===== src/rtl/stack_pkg.sv =====
// rtl/stack_pkg.sv - shared op encoding and sizing helper for the register stack file
package stack_pkg;

    typedef enum logic [2:0] {
        OP_NOP       = 3'd0,
        OP_PUSH      = 3'd1,
        OP_POP       = 3'd2,
        OP_REPLACE   = 3'd3,
        OP_POP2_PUSH = 3'd4,
        OP_WRITE_ABS = 3'd5
    } stack_op_t;

    // Ceiling log2 that never returns less than 1, so a two-entry stack still gets a 1-bit index.
    function automatic int safe_clog2(input int n);
        int r;
        r = 0;
        for (int i = 0; i < 31; i++) begin
            if ((1 << i) < n) begin
                r = i + 1;
            end
        end
        return (r < 1) ? 1 : r;
    endfunction

endpackage


===== src/rtl/stack_ptr_ctrl.sv =====
// rtl/stack_ptr_ctrl.sv - stack pointer, legality checks, sticky errors and write strobe generation
module stack_ptr_ctrl
    import stack_pkg::*;
#(
    parameter int DEPTH = 8,
    parameter int AW    = safe_clog2(DEPTH),
    parameter int DW    = $clog2(DEPTH + 1)
) (
    input  logic          clock,
    input  logic          reset_n,
    input  logic [2:0]    op,
    input  logic [AW-1:0] abs_sel,
    input  logic          clr_err,
    output logic [DW-1:0] sp,
    output logic          wr_en,
    output logic [AW-1:0] wr_idx,
    output logic          err_ovf,
    output logic          err_udf
);

    logic [DW-1:0] sp_next;
    logic          set_ovf;
    logic          set_udf;
    logic          is_full;
    logic          has_one;
    logic          has_two;
    logic          abs_ok;

    assign is_full = (sp == DW'(DEPTH));
    assign has_one = (sp != '0);
    assign has_two = (sp > DW'(1));
    assign abs_ok  = (32'(abs_sel) < DEPTH);

    // Decode the op against current occupancy; a faulting op only raises its error flag.
    always_comb begin
        sp_next = sp;
        wr_en   = 1'b0;
        wr_idx  = '0;
        set_ovf = 1'b0;
        set_udf = 1'b0;
        case (stack_op_t'(op))
            OP_PUSH: begin
                if (!is_full) begin
                    wr_en   = 1'b1;
                    wr_idx  = AW'(sp);
                    sp_next = sp + DW'(1);
                end else begin
                    set_ovf = 1'b1;
                end
            end
            OP_POP: begin
                if (has_one) begin
                    sp_next = sp - DW'(1);
                end else begin
                    set_udf = 1'b1;
                end
            end
            OP_REPLACE: begin
                if (has_one) begin
                    wr_en  = 1'b1;
                    wr_idx = AW'(sp - DW'(1));
                end else begin
                    set_udf = 1'b1;
                end
            end
            OP_POP2_PUSH: begin
                if (has_two) begin
                    wr_en   = 1'b1;
                    wr_idx  = AW'(sp - DW'(2));
                    sp_next = sp - DW'(1);
                end else begin
                    set_udf = 1'b1;
                end
            end
            OP_WRITE_ABS: begin
                if (abs_ok) begin
                    wr_en  = 1'b1;
                    wr_idx = abs_sel;
                end
            end
            default: begin
            end
        endcase
    end

    // Commit the pointer; a new error beats a simultaneous clear.
    always_ff @(posedge clock or negedge reset_n) begin
        if (!reset_n) begin
            sp      <= '0;
            err_ovf <= 1'b0;
            err_udf <= 1'b0;
        end else begin
            sp      <= sp_next;
            err_ovf <= set_ovf | (err_ovf & ~clr_err);
            err_udf <= set_udf | (err_udf & ~clr_err);
        end
    end

endmodule


===== src/rtl/reg_stack_file.sv =====
// rtl/reg_stack_file.sv - operand stack register file with absolute-index access
module reg_stack_file
    import stack_pkg::*;
#(
    parameter int WIDTH = 8,
    parameter int DEPTH = 8,
    parameter int AW    = safe_clog2(DEPTH),
    parameter int DW    = $clog2(DEPTH + 1)
) (
    input  logic             clock,
    input  logic             reset_n,
    input  logic [2:0]       op,
    input  logic [WIDTH-1:0] wr_data,
    input  logic [AW-1:0]    abs_sel,
    input  logic             clr_err,
    output logic [WIDTH-1:0] rd_top,
    output logic [WIDTH-1:0] rd_next,
    output logic [WIDTH-1:0] rd_abs,
    output logic [DW-1:0]    depth,
    output logic             full,
    output logic             empty,
    output logic             err_ovf,
    output logic             err_udf
);

    logic [WIDTH-1:0] regs [DEPTH];
    logic [DW-1:0]    sp;
    logic             wr_en;
    logic [AW-1:0]    wr_idx;
    logic [AW-1:0]    top_idx;
    logic [AW-1:0]    next_idx;

    stack_ptr_ctrl #(
        .DEPTH (DEPTH),
        .AW    (AW),
        .DW    (DW)
    ) u_ptr (
        .clock   (clock),
        .reset_n (reset_n),
        .op      (op),
        .abs_sel (abs_sel),
        .clr_err (clr_err),
        .sp      (sp),
        .wr_en   (wr_en),
        .wr_idx  (wr_idx),
        .err_ovf (err_ovf),
        .err_udf (err_udf)
    );

    // Storage array; popped entries keep their contents until overwritten.
    always_ff @(posedge clock or negedge reset_n) begin
        if (!reset_n) begin
            for (int i = 0; i < DEPTH; i++) begin
                regs[i] <= '0;
            end
        end else if (wr_en) begin
            regs[wr_idx] <= wr_data;
        end
    end

    assign depth = sp;
    assign full  = (sp == DW'(DEPTH));
    assign empty = (sp == '0);

    // Read ports come straight from registered state, so writes show up one cycle later.
    always_comb begin
        top_idx  = AW'(sp - DW'(1));
        next_idx = AW'(sp - DW'(2));
        rd_top   = (sp != '0)     ? regs[top_idx]  : '0;
        rd_next  = (sp > DW'(1))  ? regs[next_idx] : '0;
        rd_abs   = (32'(abs_sel) < DEPTH) ? regs[abs_sel] : '0;
    end

endmodule


===== config.mk =====
export PLATFORM = sky130hd
export DESIGN_NAME = reg_stack_file
export DESIGN_NICKNAME = d
export VERILOG_FILES = /design/src/rtl/stack_pkg.sv /design/src/rtl/stack_ptr_ctrl.sv /design/src/rtl/reg_stack_file.sv
export SDC_FILE = /design/constraint.sdc
export NUM_CORES = 1
export LEC_CHECK = 0
export BUFFER_PORTS_ARGS = -buffer_cell sky130_fd_sc_hd__clkbuf_2
export CORE_UTILIZATION = 30
export CTS_BUF_LIST = sky130_fd_sc_hd__clkbuf_4 sky130_fd_sc_hd__clkbuf_8
export CTS_CLUSTER_SIZE = 10
export DETAILED_ROUTE_END_ITERATION = 10
export MAX_ROUTING_LAYER = met4
export SLEW_MARGIN = 30
export SYNTH_ARGS = -nofsm -noshare
export SYNTH_HDL_FRONTEND = slang
export SYNTH_SLANG_ARGS = --single-unit

===== constraint.sdc =====
create_clock -name clock -period 4.95 [get_ports clock]
set_input_delay 0.495 -clock clock [delete_from_list [all_inputs] [get_ports clock]]
set_output_delay 0.495 -clock clock [all_outputs]
set_load 0.005 [all_outputs]

-- Word-level counts from Yosys, hierarchy flattened
Index checks and enable logic that the tools add are counted.
- bits in registers: 70
- input port bits: 17
- output and inout port bits: 32
- logic and storage cells: 75
- add/sub/neg operators: 3
- magnitude comparators: 6
- equality and inequality tests: 9
- multiplexer cells: 31
- bitwise logic cells: 9
- reduce and logical (&&, ||, !) cells: 6
- operators by type and width (kind ; number):
    $bmux W8 S3 ; 3
    $mux W8 ; 9
    $bwmux W64 ; 1
    $demux W8 S3 ; 1
    $ge A4 B4 Y1 const B ; 4
    $not A3 Y4 ; 4
    $mux W4 ; 3
    $pmux W3 S4 ; 1
    $pmux W4 S3 ; 1
    $mux W3 ; 3
    $mux W1 ; 7
    $eq A3 B2 Y1 const B ; 2
    $eq A3 B3 Y1 const B ; 2
    $add A4 B1 Y4 const B ; 1
    $eq A4 B4 Y1 const B ; 1
    $gt A4 B1 Y1 const B ; 1
    $logic_not A4 Y1 ; 1
    $lt A4 B1 Y1 const B ; 1
    $ne A2 B1 Y1 const B ; 2
    $pmux W1 S4 ; 1
    $reduce_and A4 Y1 ; 1
    $reduce_bool A4 Y1 ; 1
    $sub A4 B1 Y4 const B ; 1
    $eq A3 B1 Y1 const B ; 1
    other kinds (9) ; 11

-- Depth between registers and ports, before layout
Gate-level depths: netlist (run 1).
- word-level depth: 9
- depth in mapped cells: 11
- mapped depth without buffers: 8

-- By module
A second synthesis (run 1) with hierarchy kept.
- cells, all modules: 337
- area, all modules: 4728.3 µm²
- by module, submodules not included (module ; times used ; cells each ; area each (µm²) ; seq. area each (µm²)):
    reg_stack_file ; 1 ; 263 ; 4065.1 ; 1601.5
    stack_ptr_ctrl ; 1 ; 74 ; 663.1 ; 150.1

-- Worst setup path before layout (run 1)
No wires, ideal clock.
- path type: flip-flop to output port
- start point: register u_ptr.sp[0]
- end point: output port rd_top[0]
- arrival time: 3493 ps
- data required time: 4455 ps
- slack: 962 ps
- stages on the path, launching flop included: 11
- path buffers: 5
- cell sequence: dfrtp_1 buf_2 clkbuf_1 buf_1 inv_1 ha_1 clkbuf_1 clkbuf_1 mux4_2 nand2_1 a21oi_1
- cells in the longest elaborated chain, start to end: 6
- elaborated cells on any way between the ends: 7
- those cells by class: add/sub (1); mux (4); bitwise (1); reduce/logical (1)
- RTL lines (item ; line ; text):
    start, declared ; stack_ptr_ctrl.sv:14 ; output logic [DW-1:0] sp,
    start signal, assigned ; stack_ptr_ctrl.sv:93 ; sp <= sp_next;
    $sub A4 B1 Y4 ; n/a ;
    via top_idx[0] ; reg_stack_file.sv:30 ; logic [AW-1:0] top_idx;
    $not A3 Y4 (not written as such) ; reg_stack_file.sv:69 ; rd_top = (sp != '0) ? regs[top_idx] : '0;
    $bmux W8 S3 ; reg_stack_file.sv:69 ;
    $mux W8 (not written as such) (2 in a row) ; reg_stack_file.sv:69 ;
    $mux W8 ; reg_stack_file.sv:69 ;
    end, declared ; reg_stack_file.sv:16 ; output logic [WIDTH-1:0] rd_top,
The timed path passes the listed nets, and every way through them passes these cells. The select of a mux whose other input is x is not followed.

-- Final worst setup path (run 1)
- start point: register u_ptr.sp[0]
- end point: register regs[9] in the netlist's numbering
- cells in the longest elaborated chain, start to end: 9
- elaborated cells on any way between the ends: 20
- those cells by class: add/sub (2); order compare (3); eq/ne (1); mux (11); bitwise (1); reduce/logical (2)
- RTL lines (item ; line ; text):
    $sub A4 B1 Y4, or another cell as far along ; n/a ;
    $mux W3, on equally long branches ; stack_ptr_ctrl.sv:59, stack_ptr_ctrl.sv:43, stack_ptr_ctrl.sv:67 ;
    $pmux W3 S4 ; stack_ptr_ctrl.sv:41 ; case (stack_op_t'(op))
    $not A3 Y4 (not written as such) ; reg_stack_file.sv:57 ; regs[wr_idx] <= wr_data;
    $ge A4 B4 Y1 (not written as such) / $lt A4 B1 Y1 (equally long branches) ; reg_stack_file.sv:57 ;
    $logic_and A1 B1 Y1 (not written as such) ; reg_stack_file.sv:57 ;
    $mux W8 (not written as such) ; reg_stack_file.sv:57 ;
    $demux W8 S3 ; reg_stack_file.sv:57 ;
    $bwmux W64 ; reg_stack_file.sv:57 ;
    end signal, assigned by index ; reg_stack_file.sv:57 ;
    end, declared ; reg_stack_file.sv:26 ; logic [WIDTH-1:0] regs [DEPTH];
Several ways; a longest one is shown, not always the timed one.
A chain may end at the register's enable or synchronous reset.

==> results.sh, run 1 <==
export IMPL_cts_path_max_buffers=2
export IMPL_timing_final_crit_period_ns=3.321
export IMPL_synth_async_reset_ratio_pct=100.0
export IMPL_power_frac_clock_pct=13.3
export IMPL_setup_tns_ns=0
export IMPL_timing_hold_ws_ns=0.2223
export IMPL_core_um2=15150
export IMPL_rsz0062_at_grt="no"
export IMPL_grt_pass1_wl_um=18800
export IMPL_cp_max_fo=39
export IMPL_p_comb_share_pct=57.9
export IMPL_drt_initial_drc_count=247
export IMPL_cts_resized=0
export IMPL_clk_pin_slew_worst_paths_ns=0.08
export IMPL_wl_um=11970
export IMPL_multi_input_area_um2=2791
export IMPL_slew_headroom_pct=41.76
export IMPL_final_common_cell="dfrtp_1"
export IMPL_numCtsBuffers=9
export IMPL_finalCritPeriodShare_pct=67.09
export IMPL_worstMarginPinSlew_ns=0.8670
export IMPL_max_vdd_ir_drop_mv=0.2447
export IMPL_grt_remaining_overflow=0
export IMPL_wl_per_cell_um=21.26
export IMPL_fillers=1441
export IMPL_viasPerCell=5.611
export IMPL_cts_tree="built"
export IMPL_place_inst=547
export IMPL_dp_hpwl_um=7949
export IMPL_start_util_pct=30.69
export IMPL_pwr_share_seq_pct=28.8
export IMPL_grt_pass1_vias=3260
export IMPL_cts_max_level=3
export IMPL_ys_warn_count=0
export IMPL_clock_skew_ns=0.01147
export IMPL_netlist_area_leader_share_pct=37.69
export IMPL_fmax_mhz=301.1
export IMPL_seq_area_um2=1753
export IMPL_switching_share_pct=39.10
export IMPL_power_switching_mw=1.559
export IMPL_grt_start_max_net_pins=71
export IMPL_dieArea_um2=16000
export IMPL_fin_cells=563
export IMPL_synth_seq_area_share_pct=37.69
export IMPL_holdCritPathClass="in -> async"
export IMPL_gp_congestion=0.7797
export IMPL_synth_area_leader_cell="dfrtp_1"
export IMPL_area_growth_synth_to_final_pct=14.40
export IMPL_powerDensity_nw_per_um2=749.8
export IMPL_syn_area_per_cell_um2=14.30
export IMPL_cts_sinks=70
export IMPL_postCtsSetupBuffers=0
export IMPL_end_kind="flip-flop"
export IMPL_power_mw=3.987
export IMPL_critical_path_arrival_ns=3.56
export IMPL_synth_area_um2=4648
export IMPL_vias=3159
export IMPL_max_cap_violations=0
export IMPL_hold_viol=0
export IMPL_ys_top_cells_by_area="dfrtp_1, mux4_2, mux2_2"
export IMPL_slew_violations=0
export IMPL_diodes=0
export IMPL_drive_above_1_share_pct=56.80
export IMPL_die_h_um=126.5
export IMPL_grt_usage_pct=16.37
export IMPL_ys_seq_elements=70
export IMPL_power_leakage_nw=2.193
export IMPL_cts_root_buf="clkbuf_8"
export IMPL_insertion_delay_ns=0.35
export IMPL_ios=49
export IMPL_worst_setup_path_start_kind="flip-flop"
export IMPL_p_int_mw=2.428
export IMPL_numPortBuffers=48
export IMPL_antenna_found_initial=0
export IMPL_fin_nets=394
export IMPL_synth_nets=349
export IMPL_layout_common_cells="dfrtp_1, mux2_2, mux4_2"
export IMPL_drc=0
export IMPL_synthCells=325
export IMPL_setup_viol=0
export IMPL_rows=45
export IMPL_synth_flop_cell="dfrtp_1"
export IMPL_die_w_um=126.5
export IMPL_cts_hold_buf=0
export IMPL_critPathKind="reg -> reg"
export IMPL_synth_edf_count=0
export IMPL_worstPathRequired_ns=5.19
export IMPL_status="finished clean"
export IMPL_final_core_util_pct=35.11
export IMPL_ant_nets=0
export IMPL_synth_cell_types=45
export IMPL_drt_first_pass_iters=4
## per-stage QoR
stage	area [um^2]	worst slack, ns
floorplan	4648	0.9620
global placement	5084	1.698
detailed placement	5091	1.610
CTS	5314	1.601
global route	5318	1.447
finish	5318	1.629
## path summary, 6_finish.rpt
kind,start,to,slack [ns],cells after the start
worst max-delay path,u_ptr.sp[0],regs[9],1.63,7
worst max register to register,u_ptr.sp[0],regs[9],1.63,7
worst min register to register,u_ptr.err_udf,u_ptr.err_udf,0.53,2
worst min-delay path,reset_n,u_ptr.sp[3],0.22,2
min in group clock,clr_err,u_ptr.err_ovf,0.35,2
max in group asynchronous,reset_n,regs[8],4.24,2
## cell families (layout without fill, tap and decap cells)
family | after synthesis | after routing | synth area share (%)
flops | 70 | 70 | 37.69
compound gates | 33 | 33 | 6.702
simple gates | 54 | 54 | 7.052
fa+ha+maj | 7 | 7 | 1.884
buf+inv | 27 | 77 | 2.422
mux | 129 | 129 | 43.31
xor+xnor | 5 | 5 | 0.9423
## worst max-delay path, cell delays in order (launching register included)
cell and delay [ns]:
dfrtp_2 0.36, buf_4 0.52, ha_1 0.25, nor2_1 0.09, o31ai_4 0.42, a31oi_4 0.27, nor4_4 0.86, mux2_2 0.41
## cell usage after synthesis, types with 2 or more instances
library cell,count
dfrtp_1,70
mux2_2,63
mux4_2,48
nand2_1,25
nor2_1,10
clkbuf_1,9
a21oi_1,8
mux2_4,8
mux2i_1,8
buf_1,7
ha_1,7
inv_1,6
o21ai_0,5
nor4_4,4
o211ai_2,4
a22oi_1,3
buf_2,3
nor2b_1,3
xnor2_1,3
a31oi_4,2
and3_1,2
mux2_1,2
nand3b_1,2
xor2_1,2
## final cells by class
cell class | count | area share (%)
clock buffer | 12 | 2.871
clock inverter | 4 | 1.318
inverter | 7 | 0.4941
multi-input combinational | 228 | 52.49
sequential | 70 | 32.96
tap | 188 | 4.424
timing repair buffer | 54 | 5.435
## registers in the layout, summed over array words and instances (netlist names)
register	flops
regs	64
u_ptr.sp	4
u_ptr.err_ovf	1
u_ptr.err_udf	1
## power groups by stage
stage / clock network, mW / registers [mW] / logic [mW]
after CTS: 0.541 / 1.14 / 2.34
after floorplan: 0 / 1.04 / 1.70
after detailed placement: 0 / 1.15 / 2.34
after global placement: 0 / 1.12 / 2.29
final: 0.530 / 1.15 / 2.31
after global routing: 0.562 / 1.19 / 2.52
## metal layers
| layer | routed length [um] | vias up | track usage (%) | part of all wire, % |
|---|---|---|---|---|
| li1 | - | 1368 | - | - |
| met1 | 5304 | 1684 | 21.19 | 44 |
| met2 | 5938 | 88 | 26.13 | 50 |
| met3 | 474 | 19 | 2.404 | 4.0 |
| met4 | 250 | 0 | 6.024 | 2.1 |
| met5 | 0 | - | - | 0 |
Note: power is estimated with default switching activity, not from simulation.
==> inputs of run 2 (changes only) <==
- ABC_AREA: unset -> 1
- clock period: 4.95 -> 2.8 ns (I/O delays scaled with it)
==> run 2 against run 1 <==
Core utilization is 0.25 points lower. Worst setup slack worse by 1.5 ns. Sequential share of layout area is 1.5 points lower. Largest power group unchanged. Sequential cell count unchanged. Critical endpoint is now rd_next[1]. Non-clock buffer count grew 10. Worst hold slack got worse by 0.079 ns.
==> results.sh, run 2 <==
export IMPL_crit_slowest_cell="buf_4"
export IMPL_worst_setup_path_start_kind="flip-flop"
export IMPL_cts_path_max_buffers=2
export IMPL_cts_resized=0
export IMPL_drt_initial_drc_count=560
export IMPL_grt_pass1_wl_um=27370
export IMPL_regMostFlops="regs"
export IMPL_cts_root_buf="clkbuf_8"
export IMPL_slew_headroom_pct=48.92
export IMPL_diodes=0
export IMPL_ys_warn_count=0
export IMPL_clock_skew_ns=0.008660
export IMPL_synth_nets=768
export IMPL_ant_nets=0
export IMPL_setup_viol=0
export IMPL_holdCritPathClass="in -> reg"
export IMPL_rows=46
export IMPL_synth_async_reset_ratio_pct=100.0
export IMPL_top_regs="regs (64), u_ptr.sp (4)"
export IMPL_wl_um=17540
export IMPL_postCtsSetupBuffers=0
export IMPL_insertion_delay_ns=0.38
export IMPL_setup_tns_ns=0
export IMPL_final_core_util_pct=34.86
export IMPL_synth_flop_cell="dfrtp_1"
export IMPL_grt_remaining_overflow=0
export IMPL_wl_per_cell_um=17.68
export IMPL_timing_final_crit_period_ns=2.647
export IMPL_critPathKind="reg -> out"
export IMPL_cp_depth=7
export IMPL_cts_hold_buf=0
export IMPL_clk_pin_slew_worst_paths_ns=0.07
export IMPL_antenna_found_initial=0
export IMPL_grt_start_max_net_pins=77
export IMPL_fin_nets=795
export IMPL_dieArea_um2=16970
export IMPL_die_w_um=130.3
export IMPL_grt_usage_pct=22.54
export IMPL_synth_cell_types=29
export IMPL_dp_hpwl_um=12200
export IMPL_fmax_mhz=377.8
export IMPL_cp_max_fo=76
export IMPL_synth_common_cells="nand2_1, o21ai_0, a21oi_1, dfrtp_1, nand3_1"
export IMPL_worstPathRequired_ns=2.52
export IMPL_netlist_area_leader_share_pct=35.49
export IMPL_synth_area_um2=4936
export IMPL_synthCells=744
export IMPL_worst_r2r_path_depth=13
export IMPL_status="finished clean"
export IMPL_ys_seq_elements=70
export IMPL_synth_area_leader_cell="dfrtp_1"
export IMPL_max_vdd_ir_drop_mv=0.4785
export IMPL_viasPerCell=5.290
export IMPL_synth_seq_area_share_pct=35.49
export IMPL_holdPathStages=4
export IMPL_die_h_um=130.3
export IMPL_final_common_cell="nand2_1"
export IMPL_cts_sinks=70
export IMPL_crit_chain="inv_2, buf_4, a21oi_1, o21ai_0, o21ai_0, a21oi_1, clkbuf_2"
export IMPL_cp_num_buf_inv=3
export IMPL_powerDensity_nw_per_um2=1286
export IMPL_area_growth_synth_to_final_pct=13.00
export IMPL_cts_max_level=3
export IMPL_power_leakage_nw=2.776
export IMPL_ys_top_cells_by_area="dfrtp_1, nand2_1, o21ai_0"
export IMPL_numPortBuffers=48
export IMPL_drt_first_pass_iters=5
export IMPL_largest_reg_flops=64
export IMPL_cts_tree="built"
export IMPL_hold_viol=0
export IMPL_cp_top_family="buffers and inverters"
export IMPL_finalCritPeriodShare_pct=94.52
export IMPL_ios=49
export IMPL_synth_edf_count=0
export IMPL_synth_most_common_cell="nand2_1"
export IMPL_vias=5248
export IMPL_start_util_pct=30.85
export IMPL_rsz0062_at_grt="no"
export IMPL_slew_violations=0
export IMPL_fillers=1798
export IMPL_numCtsBuffers=9
export IMPL_drc=0
export IMPL_end_kind="primary output"
export IMPL_drive_above_1_share_pct=14.30
export IMPL_max_cap_violations=0
export IMPL_gp_congestion=0.8824
export IMPL_worstMarginPinSlew_ns=0.7653
export IMPL_grt_pass1_vias=4744
export IMPL_syn_area_per_cell_um2=6.634
export IMPL_core_um2=16000
export IMPL_critical_path_arrival_ns=2.37
export IMPL_slowest_delay_ns=0.52
export IMPL_layout_common_cells="nand2_1, o21ai_0, a21oi_1"
[run 2: changes by cell type in the layout (fill, tap and decap cells not counted), sizes merged, moves of 8 or more]
| cell | previous run | this run |
|---|---|---|
| nand3 | 2 | 65 |
| a31oi | 2 | 16 |
| inv | 7 | 54 |
| a21oi | 8 | 89 |
| nor2 | 10 | 45 |
| nand2 | 25 | 226 |
| mux4 | 48 | 0 |
| buf | 7 | 16 |
| mux2 | 73 | 0 |
| mux2i | 8 | 0 |
| o21ai | 6 | 113 |
[run 2: worst reg2reg max path: stages (launching register included)]
cell,delay [ns]
dfrtp_2,0.46
inv_2,0.07
ha_1,0.21
inv_1,0.07
nand2_1,0.06
nand2_1,0.12
buf_4,0.19
nand3_2,0.10
nand2_1,0.13
nor2_4,0.07
nor2_8,0.25
nand2_1,0.28
nand2_1,0.14
nand2_1,0.05
[run 2: per-layer routing]
layer | share of wire [%] | vias up | GRT usage [%]
met5 | 0 | - | -
met4 | 4.0 | 0 | 11.15
met3 | 7.9 | 47 | 4.428
met2 | 42 | 225 | 31.82
met1 | 46 | 2452 | 30.44
li1 | - | 2524 | -
[run 2: area by class of cell]
type	count	area, um^2	area share [%]
multi-input cells	570	2745	49.21
flip-flops and latches	70	1753	31.43
repair buffers	64	369.1	6.617
well taps	216	270.3	4.845
inverters	56	212.7	3.813
clock buffers	11	145.1	2.602
clock inverters	5	82.58	1.480
[run 2: kinds of logic after synthesis]
group,after synthesis,synth area share [%]
DFF,70,35.49
buffers and inverters,104,8.897
xor gates and xnor gates,1,0.1775
AOI/OAI and AO/OA,224,23.50
adders and majority gates,7,1.774
and+or+nand+nor,338,30.16
[run 2: through the flow]
step	hold slack [ns]	total power, mW	std cells	setup WS, ns	instance area (um^2)
2_1_floorplan	-0.01559	4.540	744	0.2951	4936
3_3_place_gp	0.4535	6.102	975	0.5786	5336
3_5_place_dp	0.4618	6.127	975	0.5501	5336
4_1_cts	0.06737	7.113	991	0.1857	5564
5_1_grt	0.1845	7.799	992	0.001137	5578
6_report	0.1433	7.173	992	0.1533	5578
[run 2: path summary, 6_finish.rpt]
path / startpoint / end / slack (ns)
max in group asynchronous: reset_n / regs[14] / 1.82
min: clr_err / u_ptr.err_ovf / 0.14
max reg2reg: u_ptr.sp[0] / regs[7] / 0.51
min reg2reg: regs[44] / regs[44] / 0.48
min in group asynchronous: reset_n / u_ptr.sp[3] / 0.46
max: u_ptr.sp[0] / rd_next[1] / 0.15
[run 2: where the power goes]
part           internal (mW)  leakage [nW]  switching (mW)
Clock                  0.537         0.117           0.421
Sequential              1.48         0.886           0.467
Combinational           1.45          1.77            2.82
